## src/rtl/lsu_dm_master_pkg.sv

```systemverilog
// Shared encodings and default address window for the data-memory load/store initiator.
package lsu_dm_master_pkg;

   localparam logic [31:0] DEF_ADDR_LO = 32'h0000_0000;
   localparam logic [31:0] DEF_ADDR_HI = 32'h0000_0FFF;

   typedef enum logic [1:0] {
      SZ_B = 2'b00,
      SZ_H = 2'b01,
      SZ_W = 2'b10,
      SZ_X = 2'b11
   } size_e;

   typedef enum logic [1:0] {
      ST_IDLE = 2'b00,
      ST_RD   = 2'b01,
      ST_WR   = 2'b10,
      ST_RESP = 2'b11
   } state_e;

   function automatic logic [31:0] word_addr(input logic [31:0] a);
      return {a[31:2], 2'b00};
   endfunction

endpackage

```

## src/rtl/lsu_dm_master_if.sv

```systemverilog
// Request/response bundle from the MEM stage and the word-wide data-memory port.
interface lsu_dm_req_if;
   logic        req_valid;
   logic        req_ready;
   logic        req_we;
   logic [1:0]  req_size;
   logic        req_sext;
   logic [31:0] req_addr;
   logic [31:0] req_wdata;
   logic [31:0] req_pc;
   logic        resp_valid;
   logic [31:0] resp_rdata;
   logic        resp_err;

   modport master (
      output req_valid, req_we, req_size, req_sext, req_addr, req_wdata, req_pc,
      input  req_ready, resp_valid, resp_rdata, resp_err
   );
   modport slave (
      input  req_valid, req_we, req_size, req_sext, req_addr, req_wdata, req_pc,
      output req_ready, resp_valid, resp_rdata, resp_err
   );
endinterface

interface lsu_dm_mem_if;
   logic        mem_we;
   logic [31:0] mem_addr;
   logic [31:0] mem_wd;
   logic [31:0] mem_rd;
   logic [31:0] mem_pc;

   modport master (
      output mem_we, mem_addr, mem_wd, mem_pc,
      input  mem_rd
   );
   modport slave (
      input  mem_we, mem_addr, mem_wd, mem_pc,
      output mem_rd
   );
endinterface

```

## src/rtl/lsu_lane_unit.sv

```systemverilog
// Combinational little-endian lane merge (stores) and extract + extend (loads); zero latency.
module lsu_lane_unit
   import lsu_dm_master_pkg::*;
(
   input  size_e       i_size,
   input  logic [1:0]  i_lane,
   input  logic        i_sext,
   input  logic [31:0] i_wdata,
   input  logic [31:0] i_rdq,
   output logic [31:0] o_merged,
   output logic [31:0] o_extracted
);

   logic [7:0]  w_byte;
   logic [15:0] w_half;

   always_comb begin
      o_merged    = i_rdq;
      o_extracted = '0;
      w_byte      = i_rdq[{i_lane, 3'b000} +: 8];
      w_half      = i_rdq[{i_lane[1], 4'b0000} +: 16];
      case (i_size)
         SZ_B: begin
            o_merged[{i_lane, 3'b000} +: 8] = i_wdata[7:0];
            o_extracted = {{24{i_sext & w_byte[7]}}, w_byte};
         end
         SZ_H: begin
            o_merged[{i_lane[1], 4'b0000} +: 16] = i_wdata[15:0];
            o_extracted = {{16{i_sext & w_half[15]}}, w_half};
         end
         SZ_W: begin
            o_merged    = i_wdata;
            o_extracted = i_rdq;
         end
         default: begin
            o_merged    = i_rdq;
            o_extracted = '0;
         end
      endcase
   end

endmodule

```

## src/rtl/lsu_dm_master.sv

```systemverilog
// Load/store initiator: err 1 cycle, load/word store 2, sub-word store (RMW) 3; one request in flight,
// req_ready only in IDLE. Define LSU_DM_TRACE_EN to print a write trace line in WR.
module lsu_dm_master
   import lsu_dm_master_pkg::*;
#(
   parameter logic [31:0] ADDR_LO = DEF_ADDR_LO,
   parameter logic [31:0] ADDR_HI = DEF_ADDR_HI
) (
   input  logic          i_clk,
   input  logic          i_rst_n,
   lsu_dm_req_if.slave   if_req,
   lsu_dm_mem_if.master  if_mem
);

   state_e      r_state, w_next;
   logic        r_we, r_sext, r_err;
   size_e       r_size;
   logic [1:0]  r_lane;
   logic [31:0] r_rdata, r_mem_addr, r_mem_wd, r_mem_pc;

   logic        w_ready, w_mem_we, w_resp_valid;
   logic        w_req_err;
   logic [32:0] w_lo_diff, w_hi_diff;
   logic [31:0] w_merged, w_extracted;
   size_e       w_req_size;

   assign w_req_size = size_e'(if_req.req_size);

   // Borrow bits of 33-bit differences give the window check without constant-compare lint noise.
   assign w_lo_diff = {1'b0, if_req.req_addr} - {1'b0, ADDR_LO};
   assign w_hi_diff = {1'b0, ADDR_HI} - {1'b0, if_req.req_addr};

   assign w_req_err = (w_req_size == SZ_X)
                    || (w_req_size == SZ_H && if_req.req_addr[0])
                    || (w_req_size == SZ_W && if_req.req_addr[1:0] != 2'b00)
                    || w_lo_diff[32]
                    || w_hi_diff[32];

   always_ff @(posedge i_clk) begin
      if (!i_rst_n) r_state <= ST_IDLE;
      else          r_state <= w_next;
   end

   always_comb begin
      w_next       = r_state;
      w_ready      = 1'b0;
      w_mem_we     = 1'b0;
      w_resp_valid = 1'b0;
      case (r_state)
         ST_IDLE: begin
            w_ready = 1'b1;
            if (if_req.req_valid) begin
               if (w_req_err)                                  w_next = ST_RESP;
               else if (if_req.req_we && w_req_size == SZ_W)   w_next = ST_WR;
               else                                            w_next = ST_RD;
            end
         end
         ST_RD:   w_next = r_we ? ST_WR : ST_RESP;
         ST_WR: begin
            w_mem_we = 1'b1;
            w_next   = ST_RESP;
         end
         ST_RESP: begin
            w_resp_valid = 1'b1;
            w_next       = ST_IDLE;
         end
         default: w_next = ST_IDLE;
      endcase
   end

   // Merge/extract works on the live read word so both results can be registered at the end of RD.
   lsu_lane_unit u_lane (
      .i_size      (r_size),
      .i_lane      (r_lane),
      .i_sext      (r_sext),
      .i_wdata     (r_mem_wd),
      .i_rdq       (if_mem.mem_rd),
      .o_merged    (w_merged),
      .o_extracted (w_extracted)
   );

   always_ff @(posedge i_clk) begin
      if (!i_rst_n) begin
         r_we       <= 1'b0;
         r_sext     <= 1'b0;
         r_err      <= 1'b0;
         r_size     <= SZ_B;
         r_lane     <= 2'b00;
         r_rdata    <= '0;
         r_mem_addr <= '0;
         r_mem_wd   <= '0;
         r_mem_pc   <= '0;
      end else begin
         case (r_state)
            ST_IDLE: begin
               if (if_req.req_valid) begin
                  r_we    <= if_req.req_we;
                  r_sext  <= if_req.req_sext;
                  r_size  <= w_req_size;
                  r_lane  <= if_req.req_addr[1:0];
                  r_err   <= w_req_err;
                  r_rdata <= '0;
                  // A flagged access leaves the memory-side registers untouched.
                  if (!w_req_err) begin
                     r_mem_addr <= word_addr(if_req.req_addr);
                     r_mem_pc   <= if_req.req_pc;
                     if (if_req.req_we) r_mem_wd <= if_req.req_wdata;
                  end
               end
            end
            ST_RD: begin
               if (r_we) r_mem_wd <= w_merged;
               else      r_rdata  <= w_extracted;
            end
            default: ;
         endcase
      end
   end

`ifdef LSU_DM_TRACE_EN
   always_ff @(posedge i_clk) begin
      if (i_rst_n && r_state == ST_WR)
         $display("%d@%h: *%h <= %h", $time, r_mem_pc, r_mem_addr, r_mem_wd);
   end
`else
   // Silent build: identical datapath, no trace output.
`endif

   assign if_req.req_ready  = w_ready;
   assign if_req.resp_valid = w_resp_valid;
   assign if_req.resp_rdata = r_rdata;
   assign if_req.resp_err   = r_err;
   assign if_mem.mem_we     = w_mem_we;
   assign if_mem.mem_addr   = r_mem_addr;
   assign if_mem.mem_wd     = r_mem_wd;
   assign if_mem.mem_pc     = r_mem_pc;

endmodule

```

## src/flat_wrapper.sv

```systemverilog
// flat-port wrapper written by rule: the top's interface ports become plain ports
module lsu_dm_master_flat import lsu_dm_master_pkg::*;
#(
   parameter logic [31:0] ADDR_LO = DEF_ADDR_LO,
   parameter logic [31:0] ADDR_HI = DEF_ADDR_HI
)
  (i_clk, i_rst_n, if_req_req_valid, if_req_req_we, if_req_req_size, if_req_req_sext, if_req_req_addr, if_req_req_wdata, if_req_req_pc, if_req_req_ready, if_req_resp_valid, if_req_resp_rdata, if_req_resp_err, if_mem_mem_we, if_mem_mem_addr, if_mem_mem_wd, if_mem_mem_pc, if_mem_mem_rd);
  lsu_dm_req_if if_req_i ();
  lsu_dm_mem_if if_mem_i ();
  input  logic i_clk;
  input  logic i_rst_n;
  input wire logic [$bits(if_req_i.req_valid)-1:0] if_req_req_valid;
  input wire logic [$bits(if_req_i.req_we)-1:0] if_req_req_we;
  input wire logic [$bits(if_req_i.req_size)-1:0] if_req_req_size;
  input wire logic [$bits(if_req_i.req_sext)-1:0] if_req_req_sext;
  input wire logic [$bits(if_req_i.req_addr)-1:0] if_req_req_addr;
  input wire logic [$bits(if_req_i.req_wdata)-1:0] if_req_req_wdata;
  input wire logic [$bits(if_req_i.req_pc)-1:0] if_req_req_pc;
  output wire logic [$bits(if_req_i.req_ready)-1:0] if_req_req_ready;
  output wire logic [$bits(if_req_i.resp_valid)-1:0] if_req_resp_valid;
  output wire logic [$bits(if_req_i.resp_rdata)-1:0] if_req_resp_rdata;
  output wire logic [$bits(if_req_i.resp_err)-1:0] if_req_resp_err;
  output wire logic [$bits(if_mem_i.mem_we)-1:0] if_mem_mem_we;
  output wire logic [$bits(if_mem_i.mem_addr)-1:0] if_mem_mem_addr;
  output wire logic [$bits(if_mem_i.mem_wd)-1:0] if_mem_mem_wd;
  output wire logic [$bits(if_mem_i.mem_pc)-1:0] if_mem_mem_pc;
  input wire logic [$bits(if_mem_i.mem_rd)-1:0] if_mem_mem_rd;
  assign if_req_i.req_valid = if_req_req_valid;
  assign if_req_i.req_we = if_req_req_we;
  assign if_req_i.req_size = if_req_req_size;
  assign if_req_i.req_sext = if_req_req_sext;
  assign if_req_i.req_addr = if_req_req_addr;
  assign if_req_i.req_wdata = if_req_req_wdata;
  assign if_req_i.req_pc = if_req_req_pc;
  assign if_req_req_ready = if_req_i.req_ready;
  assign if_req_resp_valid = if_req_i.resp_valid;
  assign if_req_resp_rdata = if_req_i.resp_rdata;
  assign if_req_resp_err = if_req_i.resp_err;
  assign if_mem_mem_we = if_mem_i.mem_we;
  assign if_mem_mem_addr = if_mem_i.mem_addr;
  assign if_mem_mem_wd = if_mem_i.mem_wd;
  assign if_mem_mem_pc = if_mem_i.mem_pc;
  assign if_mem_i.mem_rd = if_mem_mem_rd;
  lsu_dm_master #(.ADDR_LO(ADDR_LO), .ADDR_HI(ADDR_HI)) u_core (.i_clk(i_clk), .i_rst_n(i_rst_n), .if_req(if_req_i), .if_mem(if_mem_i));
endmodule
```

## config.mk

```make
export PLATFORM = sky130hd
export DESIGN_NAME = lsu_dm_master_flat
export DESIGN_NICKNAME = d
export VERILOG_FILES = /design/src/rtl/lsu_dm_master_pkg.sv /design/src/rtl/lsu_dm_master_if.sv /design/src/rtl/lsu_lane_unit.sv /design/src/rtl/lsu_dm_master.sv /design/src/flat_wrapper.sv
export SDC_FILE = /design/constraint.sdc
export NUM_CORES = 1
export LEC_CHECK = 0
export ABC_AREA = 1
export BUFFER_PORTS_ARGS = -buffer_cell sky130_fd_sc_hd__buf_2
export CORE_ASPECT_RATIO = 0.6
export CORE_MARGIN = 2
export CORE_UTILIZATION = 38
export DETAILED_ROUTE_END_ITERATION = 10
export GPL_TIMING_DRIVEN = 0
export PLACE_DENSITY = 0.71
export SKIP_LAST_GASP = 1
export SLEW_MARGIN = 10
export SYNTH_ARGS = -nofsm -noshare
export SYNTH_HDL_FRONTEND = slang
export SYNTH_HIERARCHICAL = 1
export SYNTH_SLANG_ARGS = --single-unit
```

## constraint.sdc

```tcl
create_clock -name i_clk -period 2.5 [get_ports i_clk]
set_clock_uncertainty 0.2 [all_clocks]
set_input_delay 0.625 -clock i_clk [delete_from_list [all_inputs] [get_ports i_clk]]
set_output_delay 0.625 -clock i_clk [all_outputs]
set_load 0.05 [all_outputs]
```

Yosys cells after proc, flatten, opt, wreduce, memory -nomap -nowiden
Index checks and enable logic that the tools add are counted.

word-level totals
  input port bits = 135
  output and inout bits = 132
  logic and storage cells = 70
  register bits = 135

cells by class
  bitwise operators = 3
  mux-type cells = 20
  reduce and logical (&&, ||, !) cells = 14
  shifts and indexed selects = 6
  equal/unequal tests = 14
  $add $sub $neg = 3

operators by type and width
  operator                                                                  count
  32-bit two-way mux                                                        6
  32-bit one-hot mux with 3 select lines                                    2
  32-bit one-hot mux with 2 select lines                                    2
  32-bit bitwise mux                                                        2
  12-bit by 32-bit subtractor with 33-bit output (first input constant)     1
  16-bit by 7-bit variable shift with 32-bit output (first input constant)  1
  8-bit by 7-bit variable shift with 32-bit output (first input constant)   1
  16-bit by 7-bit indexed part select with 32-bit output                    1
  32-bit by 6-bit indexed part select with 16-bit output                    1
  32-bit by 6-bit indexed part select with 8-bit output                     1
  8-bit by 7-bit indexed part select with 32-bit output                     1
  5-bit negation with 7-bit output                                          2
  2-bit equality test (second input constant)                               5
  2-bit inequality test (second input constant)                             5
  2-bit one-hot mux with 4 select lines                                     1
  2-bit by 1-bit equality test with 1-bit output (second input constant)    3
  2-bit two-way mux                                                         3
  3-bit AND reduction                                                       2
  6-bit AND reduction                                                       1
  2-bit zero test                                                           2
  1-bit two-way mux                                                         4
  2-bit nonzero test                                                        2
  1-bit logical AND                                                         3
  1-bit logical OR                                                          3
  other kinds (4)                                                           5

Longest topological paths before layout
Gate-level depths: netlist of run 1.

  word-level depth = 8
  gate-level depth with buffers = 16
  gate-level depth less buffers = 13

Modules after synthesis
The synthesis of run 1 kept the hierarchy.

by module, submodules not included
  module         area an instance (µm²)  times used  sequential area each (µm²)  cells each
  lsu_dm_master  5,581.6                 1           2,702.6                     787
  lsu_lane_unit  2,481.1                 1           0.0                         565

Worst setup path before layout of run 1
No wires, ideal clock.

  kind = flip-flop to flip-flop
  from = reg u_core.r_lane[1]
  to = reg u_core.r_mem_wd[10], in the netlist u_core/if_mem.mem_wd[10]
  buffers on the path = 3
  clock period less this slack = 2.307 ns
  arrival = 2.043 ns
  setup time = 0.064 ns
  slack = 0.193 ns
  cell stages (with the launch flop) = 15
  required time = 2.236 ns
  cells stage by stage = dfxtp_1 > buf_2 > inv_1 > buf_2 > ha_1 > clkbuf_1 > nor2_1 > nand3_1 > nand2_1 > nand2_1 > nand2_1 > nand2_1 > nand2_1 > nor2_1 > nor2_1

between the ends
  word-level cells in the longest chain between the ends = 6
  elaborated cells on any way between the ends = 11
  classes of those cells = add/sub (2); shift (4); mux (5)

ends and longest elaborated chain
  item                                                                                  RTL line                                  text
  start, declared                                                                       lsu_dm_master.sv:18                       logic [1:0] r_lane;
  start signal, assigned                                                                lsu_dm_master.sv:100                      r_lane <= if_req.req_addr[1:0];
  5-bit negation with 7-bit output, on equally long branches                            lsu_lane_unit.sv:28, lsu_lane_unit.sv:24
  16-bit by 7-bit indexed part select with 32-bit output, or another cell as far along  lsu_lane_unit.sv:28                       o_merged[{i_lane[1], 4'b0000} +: 16] = i_wdata[15:0];
  32-bit bitwise mux, on equally long branches                                          lsu_lane_unit.sv:28, lsu_lane_unit.sv:24
  32-bit one-hot mux with 3 select lines *                                              lsu_lane_unit.sv:22                       case (i_size)
  net u_core.w_merged[10]                                                               lsu_dm_master.sv:24                       logic [31:0] w_merged, w_extracted;
  32-bit two-way mux *                                                                  lsu_dm_master.sv:112                      if (r_we) r_mem_wd <= w_merged;
  32-bit one-hot mux with 2 select lines *                                              lsu_dm_master.sv:94                       case (r_state)
  end signal, assigned                                                                  lsu_dm_master.sv:107                      if (if_req.req_we) r_mem_wd <= if_req.req_wdata;
  end signal, assigned                                                                  lsu_dm_master.sv:112
  end, declared                                                                         lsu_dm_master.sv:19                       logic [31:0] r_rdata, r_mem_addr, r_mem_wd, r_mem_pc;

The timed path passes the listed nets; every way through them passes the cells marked *. The select of a mux whose other input is x is not followed.
A chain may end at the register's enable or synchronous reset.

Worst setup path in the final report of run 1
  from = reg u_core.r_lane[1]
  to = reg u_core.r_mem_wd[17], in the netlist u_core/if_mem.mem_wd[17]

Same word-level chain as after synthesis.

==> summary.md, run 1 <==
| Metric | Value |
|---|---|
| Outcome | finished, final reports clean |
| Synthesized cell area | 8063 sq um |
| TritonCTS buffer count | 17 |
| Synth cell types | 32 |
| # rows | 41 |
| Grt met2 use | 35.96% |
| Cts hold-fix bufs | 0 |
| Relative slew slack | 51.15% |
| Sequential cell area | 2706 sq um |
| Core ar. | 20930 sq um |
| Die Y | 116.8 microns |
| Seq/Total Area, Yosys | 33.52% |
| Drt pass-1 iters | 6 |
| Gpl congestion | 1.035 |
| Vias in the first global route | 8412 |
| F_max | 410.8 MHz |
| Max Slew Vio Count | 0 |
| Post-DP HPWL | 24300 microns |
| Minimum period implied by the final worst setup slack | 2.434 ns |
| Total of max-cap violations | 0 |
| Final hold vios | 0 |
| M1 GR Usage | 42.05% |
| Flops & latches, synth | 135 |
| Multi-input logic area | 4503 sq um |
| Final period utilization | 97.37% |
| Worst Path Required | 2.68 ns |
| Yosys warning total | 6 |
| H-tree levels | 4 |
| EDFF count, synth | 0 |
| Main combinational cell family by area after synthesis | simple AND/OR/NAND/NOR gates |
| Post-synthesis simple-gate area fraction | 38.42% |
| Via count | 9719 |
| Port buffer count | 264 |
| Post-synth top cells | 445 x nand2_1, 178 x nor2_1, 135 x dfxtp_1, 124 x inv_1, 122 x a21oi_1 |
| Routed WL | 30930 microns |
| CP endpoint kind | flop |
| Multiplexer share of the synthesized area | 0% |
| Sink Count | 135 |
| Wire length per cell | 15.98 microns |
| Compound-gate portion of the synthesized area | 15.19% |
| Fillers | 2249 |
| Antenna violation net count after detailed routing | 0 |
| CP arrival | 2.61 ns |
| Ys async rst share | 0% |
| Max stage delay on crit path | 0.41 ns |
| CTS root buf | clkbuf_16 |
| Clock slew at reported path FFs | 0.07 ns |
| Xor/xnor share of the synthesized area | 0% |
| Worst-Skew Late Latency | 0.44 ns |
| First-pass GRT wire length | 46310 microns |
| Worst-Margin Slew | 0.7328 ns |
| VDD IR-drop max | 0.4847 mV |
| Ordered list of cells on the worst path | buf_8, clkinvlp_4, buf_8, ha_2, inv_4, nor2_4, nand3_1, nand2_1, nand2_1, nand3_1, nand2_1, nand2_1, nor2_1, nor2_1 |
| Initial antenna violation count | 1 |
| Crit path top cell by count | nand2_1 |
| Total grt overflow | 0 |
| Hold Crit Class | primary input to flop |
| Synth Instances | 1352 |
| Clock buffer depth | 2 |
| Synth top area share | 33.52% |
| Avg Inst Size Synth | 5.964 sq um |
| GRT Overall Usage | 27.21% |
| Die ar. | 22440 sq um |
| Drt first-iter violations | 1099 |
| Largest area contributor in the netlist | dfxtp_1 |
| Net count, final | 1788 |
| I/O pin total | 267 |
| Crit Path Category | flop to flop |
| Most numerous cell in the Yosys netlist | nand2_1 |
| Synth area leaders | dfxtp_1 34%, nand2_1 21%, nor2_1 8.3%, a21oi_1 7.6%, inv_1 5.8% |
| Die X | 192.1 microns |
| CP startpoint kind | flop |
| Main synth FF type | dfxtp_1 |
| GRT busiest layer | met1 |
| Drt via density | 5.020 |
| CTS tree | done |
| Final setup fails | 0 |
| CP max FO | 7 |
| Design Power | 8.436 mW |
| Power density over cell area | 801.9 nW/um^2 |
| Final hold slack | 0.2330 ns |
| Synthesis-to-finish area growth | 30.48% |
| Drt drc | 0 |
| Slowest CP cell | dfxtp_4 |
| GR Layer Usage met3 | 8.557% |
| Synthesized-area fraction occupied by adder cells | 1.397% |
| Share of cells above drive strength 1 | 23.01% |
| Starting Density | 38.52% |
| RSZ-0062 raised after global routing | true |
| Pleak | 5.639 nW |
| Largest net degree at the start of global routing | 17 |
==> placed cells by master (no fill, tap or decap), types with 7 or more instances in the layout <==
master     instances
nand2b_1          32
o21ai_0           81
inv_2              8
nor2_1           172
inv_1            121
nand2_1          443
buf_2            288
a21oi_1          122
nand3_1           81
clkbuf_1          35
o21ai_1           13
clkbuf_16         17
dfxtp_1          134
buf_6              7
a22oi_1            9
buf_4             14
==> worst paths after layout <==
kind / slack, ns / start / endpoint / cells after the start
worst max-delay path: 0.07 / u_core/r_lane[1]$_SDFFE_PN0P_ / u_core/if_mem.mem_wd[17]$_SDFFE_PN0P_ / 14
worst min-delay path: 0.23 / if_req_req_pc[13] / u_core/if_mem.mem_pc[13]$_SDFFE_PN0P_ / 3
worst max register to register: 0.07 / u_core/r_lane[1]$_SDFFE_PN0P_ / u_core/if_mem.mem_wd[17]$_SDFFE_PN0P_ / 14
worst min register to register: 0.25 / u_core/if_mem.mem_addr[16]$_SDFFE_PN0P_ / u_core/if_mem.mem_addr[16]$_SDFFE_PN0P_ / 2
==> registers in the layout, summed over array words and instances, names as in the netlist <==
signal,cells
u_core/if_req.resp_rdata,32
u_core/r_lane,2
u_core/r_sext,1
u_core/if_req.resp_err,1
u_core/if_mem.mem_wd,32
u_core/if_mem.mem_addr,30
u_core/if_mem.mem_pc,32
u_core/r_we,1
u_core/r_size,2
u_core/r_state,2
==> what timing repair did <==
item | in CTS | in global routing
resized for setup | 18 | 17
setup endpoints to repair | 32 | 62
buffers inserted | 1 | 8
pin swaps | 0 | 4
==> report_power, final <==
part	leakage, nW	internal [mW]	total, mW	switching, mW
Combinational	4.25	0.943	3.26	2.32
Clock	0.297	1.61	2.65	1.04
Sequential	1.09	2.32	2.53	0.211
Total	5.64	4.87	8.44	3.57
==> area by class of cell <==
| type | count | area share, % |
|---|---|---|
| antenna | 1 | 0.02379 |
| buffer | 80 | 4.079 |
| clock buffer | 19 | 4.210 |
| clock inverter | 12 | 1.582 |
| inverter | 136 | 4.936 |
| multi-input combinational | 1001 | 42.80 |
| sequential | 135 | 25.73 |
| tap | 279 | 3.318 |
| timing repair buffer | 273 | 13.32 |
==> stage by stage <==
stage / util [%] / setup TNS [ns] / instance area [sq um] / setup WS, ns / cells
after floorplan: - / 0 / 8066 / 0.1932 / 1353
after global placement: 46.52 / -12.62 / 9737 / -0.5849 / 1896
after detailed placement: 46.52 / -13.68 / 9737 / -0.6043 / 1896
after CTS: 49.68 / 0 / 10400 / 0.003539 / 1927
after global routing: 50.26 / -0.1627 / 10520 / -0.05424 / 1936
final: 50.26 / 0 / 10520 / 0.06566 / 1936
==> cell families (layout without fill, tap and decap cells) <==
group           count (synthesis)  after routing
fa+ha+maj                       9              9
other cells                     1              3
flops                         135            135
compound gates                235            235
simple gates                  755            755
buf+inv                       217            520
==> layer usage <==
layer  share of wire [%]  vias to the layer above  wire length, microns
li1                    -                     4822                     -
met4                 1.0                        0                   321
met2                  39                      477                 11920
met1                  49                     4393                 15130
met5                   0                        -                     0
met3                  12                       27                  3558
==> critical path: cells and delay by family (launching register included) <==
family        cells  cell delay [ns]
fa+ha+maj         1             0.35
flops             1             0.41
simple gates      9             0.92
buf+inv           4             0.48
Note: power is estimated with default switching activity, not from simulation.
==> inputs of run 2 (changes only) <==
--- a/config.mk
+++ b/config.mk
@@ -7,12 +7,14 @@
 export LEC_CHECK = 0
 export ABC_AREA = 1
 export BUFFER_PORTS_ARGS = -buffer_cell sky130_fd_sc_hd__buf_2
+export CAP_MARGIN = 30
 export CORE_ASPECT_RATIO = 0.6
 export CORE_MARGIN = 2
 export CORE_UTILIZATION = 38
 export DETAILED_ROUTE_END_ITERATION = 10
 export GPL_TIMING_DRIVEN = 0
 export PLACE_DENSITY = 0.71
+export RECOVER_POWER = 25
 export SKIP_LAST_GASP = 1
 export SLEW_MARGIN = 10
 export SYNTH_ARGS = -nofsm -noshare
==> run 2 against run 1 <==
  * Sequential cell count stayed put
  * Critical path depth unchanged
  * Setup slack got worse by 0.027 ns
  * Core utilization down 0.39 points
  * Critical endpoint unchanged
  * Largest cell class unchanged
==> summary.md, run 2 (same netlist as run 1, synthesis figures left out) <==
| Metric | Value |
|---|---|
| Outcome | finished, final reports clean |
| Multi-input logic area | 4503 sq um |
| Clock buffer depth | 2 |
| Die Y | 116.8 microns |
| CTS root buf | clkbuf_16 |
| CP startpoint kind | flop |
| M1 GR Usage | 42.05% |
| Fillers | 2266 |
| RSZ-0062 raised after global routing | true |
| CP endpoint kind | flop |
| Worst-Skew Late Latency | 0.44 ns |
| Combinational power share | 38.6% |
| CP Launch Point | u_core/r_lane[1]$_SDFFE_PN0P_ |
| Die ar. | 22440 sq um |
| Pleak | 5.354 nW |
| Hold Crit Class | primary input to flop |
| Final setup TNS | 0 ns |
| Die X | 192.1 microns |
| Cts hold-fix bufs | 0 |
| Clock group share of total power | 31.4% |
| I/O pin total | 267 |
| Sequential cell area | 2706 sq um |
| Hold_sp | if_req_req_pc[13] |
| Drt via density | 5.006 |
| GRT Overall Usage | 27.21% |
| Vias in the first global route | 8412 |
| Minimum period implied by the final worst setup slack | 2.462 ns |
| Final setup fails | 0 |
| Synthesis-to-finish area growth | 29.47% |
| R2r startpoint | u_core/r_lane[1]$_SDFFE_PN0P_ |
| Gpl congestion | 1.035 |
| Final hold slack | 0.2326 ns |
| Max Slew Vio Count | 0 |
| Final period utilization | 98.46% |
| Drt first-iter violations | 1010 |
| # rows | 41 |
| Psw | 3.576 mW |
| Clock slew at reported path FFs | 0.07 ns |
| Commonest non-fill, non-tap cells in the layout | 443 x nand2_1, 223 x buf_2, 172 x nor2_1 |
| Share of cells above drive strength 1 | 19.08% |
| GRT busiest layer | met1 |
| CP max FO | 7 |
| Largest net degree at the start of global routing | 17 |
| F_max | 406.3 MHz |
| Drt drc | 0 |
| Sequential Power Share | 30.0% |
| Drt pass-1 iters | 6 |
| CP arrival | 2.64 ns |
| Relative slew slack | 52.32% |
| Worst Path Required | 2.68 ns |
| VDD IR-drop max | 0.4829 mV |
| Post-DP HPWL | 24300 microns |
| GR Layer Usage met3 | 8.557% |
| Core ar. | 20930 sq um |
| Slowest CP cell | dfxtp_4 |
| Routed WL | 31010 microns |
| Starting Density | 38.52% |
| Design Power | 8.441 mW |
| Via count | 9691 |
| TritonCTS buffer count | 17 |
| P_int | 4.866 mW |
| Grt met2 use | 35.96% |
| Crit Path Category | flop to flop |
| Antenna violation net count after detailed routing | 0 |
| Setup WS pre-CTS | -0.6043 ns |
| Net count, final | 1788 |
| H-tree levels | 4 |
| Total grt overflow | 0 |
| Max stage delay on crit path | 0.40 ns |
| Commonest non-fill, non-tap cell in the layout | nand2_1 |
| Initial antenna violation count | 1 |
| Finished Core Util | 49.87% |
| Ordered list of cells on the worst path | buf_8, clkinvlp_4, buf_8, ha_2, inv_4, nor2_4, nand3_1, nand2_1, nand2_1, nand3_1, nand2_1, nand2_1, nor2_1, nor2_1 |
| Sink Count | 135 |
| CTS tree | done |
| Power density over cell area | 808.7 nW/um^2 |
| Crit path top cell by count | nand2_1 |
| Worst-Margin Slew | 0.7152 ns |
| Sw frac | 42.36% |
| Final hold vios | 0 |
| Port buffer count | 264 |
| Total of max-cap violations | 0 |
| First-pass GRT wire length | 46310 microns |
| Wire length per cell | 16.01 microns |
| Final setup margin | 0.03848 ns |
run 2: final timing paths:
check / endpoint / slack [ns] / depth (start not counted)
setup reg to reg: u_core/if_mem.mem_wd[17]$_SDFFE_PN0P_ / 0.04 / 14
hold / removal: u_core/if_mem.mem_pc[13]$_SDFFE_PN0P_ / 0.23 / 3
setup / recovery: u_core/if_mem.mem_wd[17]$_SDFFE_PN0P_ / 0.04 / 14
hold reg to reg: u_core/if_mem.mem_addr[31]$_SDFFE_PN0P_ / 0.25 / 2
run 2: power groups by stage:
stage,Clock [mW],Sequential [mW],Combinational [mW]
5_1_grt,2.79,2.55,3.55
3_3_place_gp,0,2.56,3.02
2_1_floorplan,0,2.96,1.74
3_5_place_dp,0,2.56,3.06
6_report,2.65,2.53,3.26
4_1_cts,2.70,2.52,3.11
run 2: per-layer routing:
metal  vias up  wire, microns  part of all wire [%]
li1       4825              -                     -
met1      4370          15060                    49
met2       465          11890                    38
met3        31           3681                    12
met4         0            376                   1.2
met5         -              0                     0
run 2: area by class of cell:
cell class,count,share of cell area [%]
multi-input cells,1001,43.14
clock buffers,19,4.243
well taps,279,3.344
inverters,136,4.974
repair buffers,273,12.66
clock inverters,12,1.594
plain buffers,80,4.099
flip-flops and latches,135,25.93
diodes,1,0.02397
run 2: repair_timing:
item	4_1_cts	5_1_grt
endpoints found under the setup margin	32	62
setup buffers	1	8
cloned	0	0
endpoints found under the hold margin	0	0
resized for setup	18	17
pin swaps	0	4
run 2: critical path, delay by kind of cell, from the launching register on:
| kind | cells | cell delay [ns] |
|---|---|---|
| buffers and inverters | 4 | 0.48 |
| adder cells (fa/ha/maj) | 1 | 0.35 |
| AND/OR/NAND/NOR | 9 | 0.94 |
| flip-flops | 1 | 0.40 |
run 2: stage by stage:
| stage | area, sq um | std cells |
|---|---|---|
| 6_report | 10440 | 1936 |
| 5_1_grt | 10440 | 1936 |
| 4_1_cts | 10400 | 1927 |
| 3_5_place_dp | 9737 | 1896 |
| 3_3_place_gp | 9737 | 1896 |
| 2_1_floorplan | 8066 | 1353 |
==> inputs of run 3 (changes only) <==
--- a/config.mk
+++ b/config.mk
@@ -10,10 +10,10 @@
 export CAP_MARGIN = 30
 export CORE_ASPECT_RATIO = 0.6
 export CORE_MARGIN = 2
-export CORE_UTILIZATION = 38
+export CORE_UTILIZATION = 44
 export DETAILED_ROUTE_END_ITERATION = 10
 export GPL_TIMING_DRIVEN = 0
-export PLACE_DENSITY = 0.71
+export PLACE_DENSITY = 0.8
 export RECOVER_POWER = 25
 export SKIP_LAST_GASP = 1
 export SLEW_MARGIN = 10
==> run 3 against run 2 <==
  * Worst hold slack improved by 0.0019 ns
  * Die area decreased by 13%
  * Sequential share of layout area increased by 0.084 points
  * Maximum frequency increased by 0.36%
  * Register-to-register slack about the same
  * Non-clock buffer count decreased by 1
  * Cell count decreased by 2.1%
  * Total power decreased by 0.26%
  * Largest power group unchanged
  * Routed wire length decreased by 0.62%
  * Core utilization increased by 7.9 points
  * Setup slack improved by 0.0088 ns
  * Critical path depth unchanged
==> summary.md, run 3 (same netlist as run 1, synthesis figures left out) <==
| Metric | Value |
|---|---|
| H-tree levels | 4 |
| Pleak | 5.359 nW |
| Outcome | finished, final reports clean |
| Initial antenna violation count | 0 |
| Die Y | 108.9 microns |
| Finished Core Util | 57.77% |
| Levels on crit path | 14 |
| CP arrival | 2.62 ns |
| Hold Crit Class | primary input to flop |
| Gpl congestion | 1.009 |
| Worst-Skew Late Latency | 0.43 ns |
| Wire length per cell | 16.25 microns |
| Port buffer count | 264 |
| Die X | 178.8 microns |
| CP max FO | 12 |
| Power density over cell area | 808.8 nW/um^2 |
| Core ar. | 18020 sq um |
| Commonest non-fill, non-tap cells in the layout | 444 x nand2_1, 224 x buf_2, 167 x nor2_1 |
| Crit Path Category | flop to flop |
| Synthesis-to-finish area growth | 29.11% |
| Final hold slack | 0.2345 ns |
| RSZ-0062 raised after global routing | true |
| CTS tree | done |
| Post-DP HPWL | 23850 microns |
| Slowest CP cell | dfxtp_4 |
| Routed WL | 30810 microns |
| CP endpoint | u_core/if_mem.mem_wd[16]$_SDFFE_PN0P_ |
| Final period utilization | 98.11% |
| Ordered list of cells on the worst path | buf_8, clkinvlp_4, buf_6, ha_2, inv_2, nor2_4, nand3_1, nand2_1, nand2_1, nand3_1, nand2_1, nand2_1, nor2_1, nor2_1 |
| Net count, final | 1787 |
| Largest net degree at the start of global routing | 19 |
| Starting Density | 44.74% |
| I/O pin total | 267 |
| Reg2reg end | u_core/if_mem.mem_wd[16]$_SDFFE_PN0P_ |
| Minimum period implied by the final worst setup slack | 2.453 ns |
| Antenna violation net count after detailed routing | 0 |
| R2R depth | 14 |
| CP endpoint kind | flop |
| R2R Setup Slk | 0.05 ns |
| Clock slew at reported path FFs | 0.08 ns |
| Final setup fails | 0 |
| Via count | 9966 |
| Final hold vios | 0 |
| First-pass GRT wire length | 47140 microns |
| Crit path buf inv count | 4 |
| F_max | 407.7 MHz |
| Drt via density | 5.256 |
| Crit path top cell by count | nand2_1 |
| Clock buffer depth | 2 |
| Die ar. | 19460 sq um |
| Relative slew slack | 50.09% |
| Final setup margin | 0.04729 ns |
| R2r startpoint | u_core/r_lane[1]$_SDFFE_PN0P_ |
| Setup WS pre-CTS | -0.6120 ns |
| Vias in the first global route | 8801 |
| GRT Overall Usage | 31.66% |
| Cell family with most CP delay | simple AND/OR/NAND/NOR gates |
| CP Launch Point | u_core/r_lane[1]$_SDFFE_PN0P_ |
| Max stage delay on crit path | 0.41 ns |
| Sink Count | 135 |
| Drt drc | 0 |
| Share of cells above drive strength 1 | 19.44% |
| # rows | 38 |
| # diodes | 0 |
| VDD IR-drop max | 0.4281 mV |
| Worst-Margin Slew | 0.7486 ns |
| Total grt overflow | 0 |
| Drt pass-1 iters | 6 |
| Commonest non-fill, non-tap cell in the layout | nand2_1 |
| CP startpoint kind | flop |
| Drt first-iter violations | 1415 |
| Max Slew Vio Count | 0 |
| Total of max-cap violations | 0 |
| TritonCTS buffer count | 17 |
| Worst Path Required | 2.67 ns |
| CTS root buf | clkbuf_16 |
## run 3: worst min-delay path, cell delays in order
cell,delay (ns)
buf_2,0.07
o21ai_0,0.07
nor2_1,0.07
## run 3: area by class of cell
class,instances,area [sq um]
buffer,80,424.2
clock buffer,17,425.4
clock inverter,15,196.4
fill,1822,7610
inverter,136,520.5
multi-input combinational,1001,4533
sequential,135,2708
tap,240,300.3
timing repair buffer,272,1303
## run 3: what timing repair did
item | in CTS | in global routing
resized for setup | 21 | 20
hold buffers | 0 | 0
endpoints found under the setup margin | 32 | 62
pin swaps | 2 | 3
setup buffers | 1 | 7
## run 3: where the power goes
group / internal [mW] / leakage (nW) / switching, mW
clock network: 1.37 / 0.302 / 1.24
logic: 0.934 / 3.96 / 2.34
registers: 2.32 / 1.09 / 0.220
total: 4.62 / 5.36 / 3.79
## run 3: through the flow
step           setup TNS, ns  total power [mW]  area (sq um)  std cells
6_report                   0             8.419         10410       1896
2_1_floorplan              0             4.702          8066       1353
3_3_place_gp          -14.16             5.573          9688       1857
5_1_grt             -0.03480             8.868         10410       1896
3_5_place_dp          -14.34             5.623          9688       1857
4_1_cts                    0             8.290         10370       1889
## run 3: layer usage
layer | wire length (microns) | global-route usage [%] | vias up
met5 | 0 | 0 | -
met4 | 628 | 8.420 | 0
met3 | 4073 | 10.46 | 54
met2 | 12200 | 44.26 | 606
met1 | 13920 | 46.09 | 4496
li1 | - | - | 4810
## run 3: worst min-delay path by stage
stage	start	endpoint	depth (start not counted)
final	if_req_req_pc[14]	u_core/if_mem.mem_pc[14]$_SDFFE_PN0P_	3
after detailed placement	u_core/if_mem.mem_addr[19]$_SDFFE_PN0P_	u_core/if_mem.mem_addr[19]$_SDFFE_PN0P_	2
after CTS	if_req_req_pc[16]	u_core/if_mem.mem_pc[16]$_SDFFE_PN0P_	3
after global routing	if_req_req_pc[26]	u_core/if_mem.mem_pc[26]$_SDFFE_PN0P_	3
after floorplan	u_core/r_size[0]$_SDFFE_PN0P_	u_core/r_size[0]$_SDFFE_PN0P_	2
after global placement	u_core/if_mem.mem_addr[22]$_SDFFE_PN0P_	u_core/if_mem.mem_addr[22]$_SDFFE_PN0P_	2
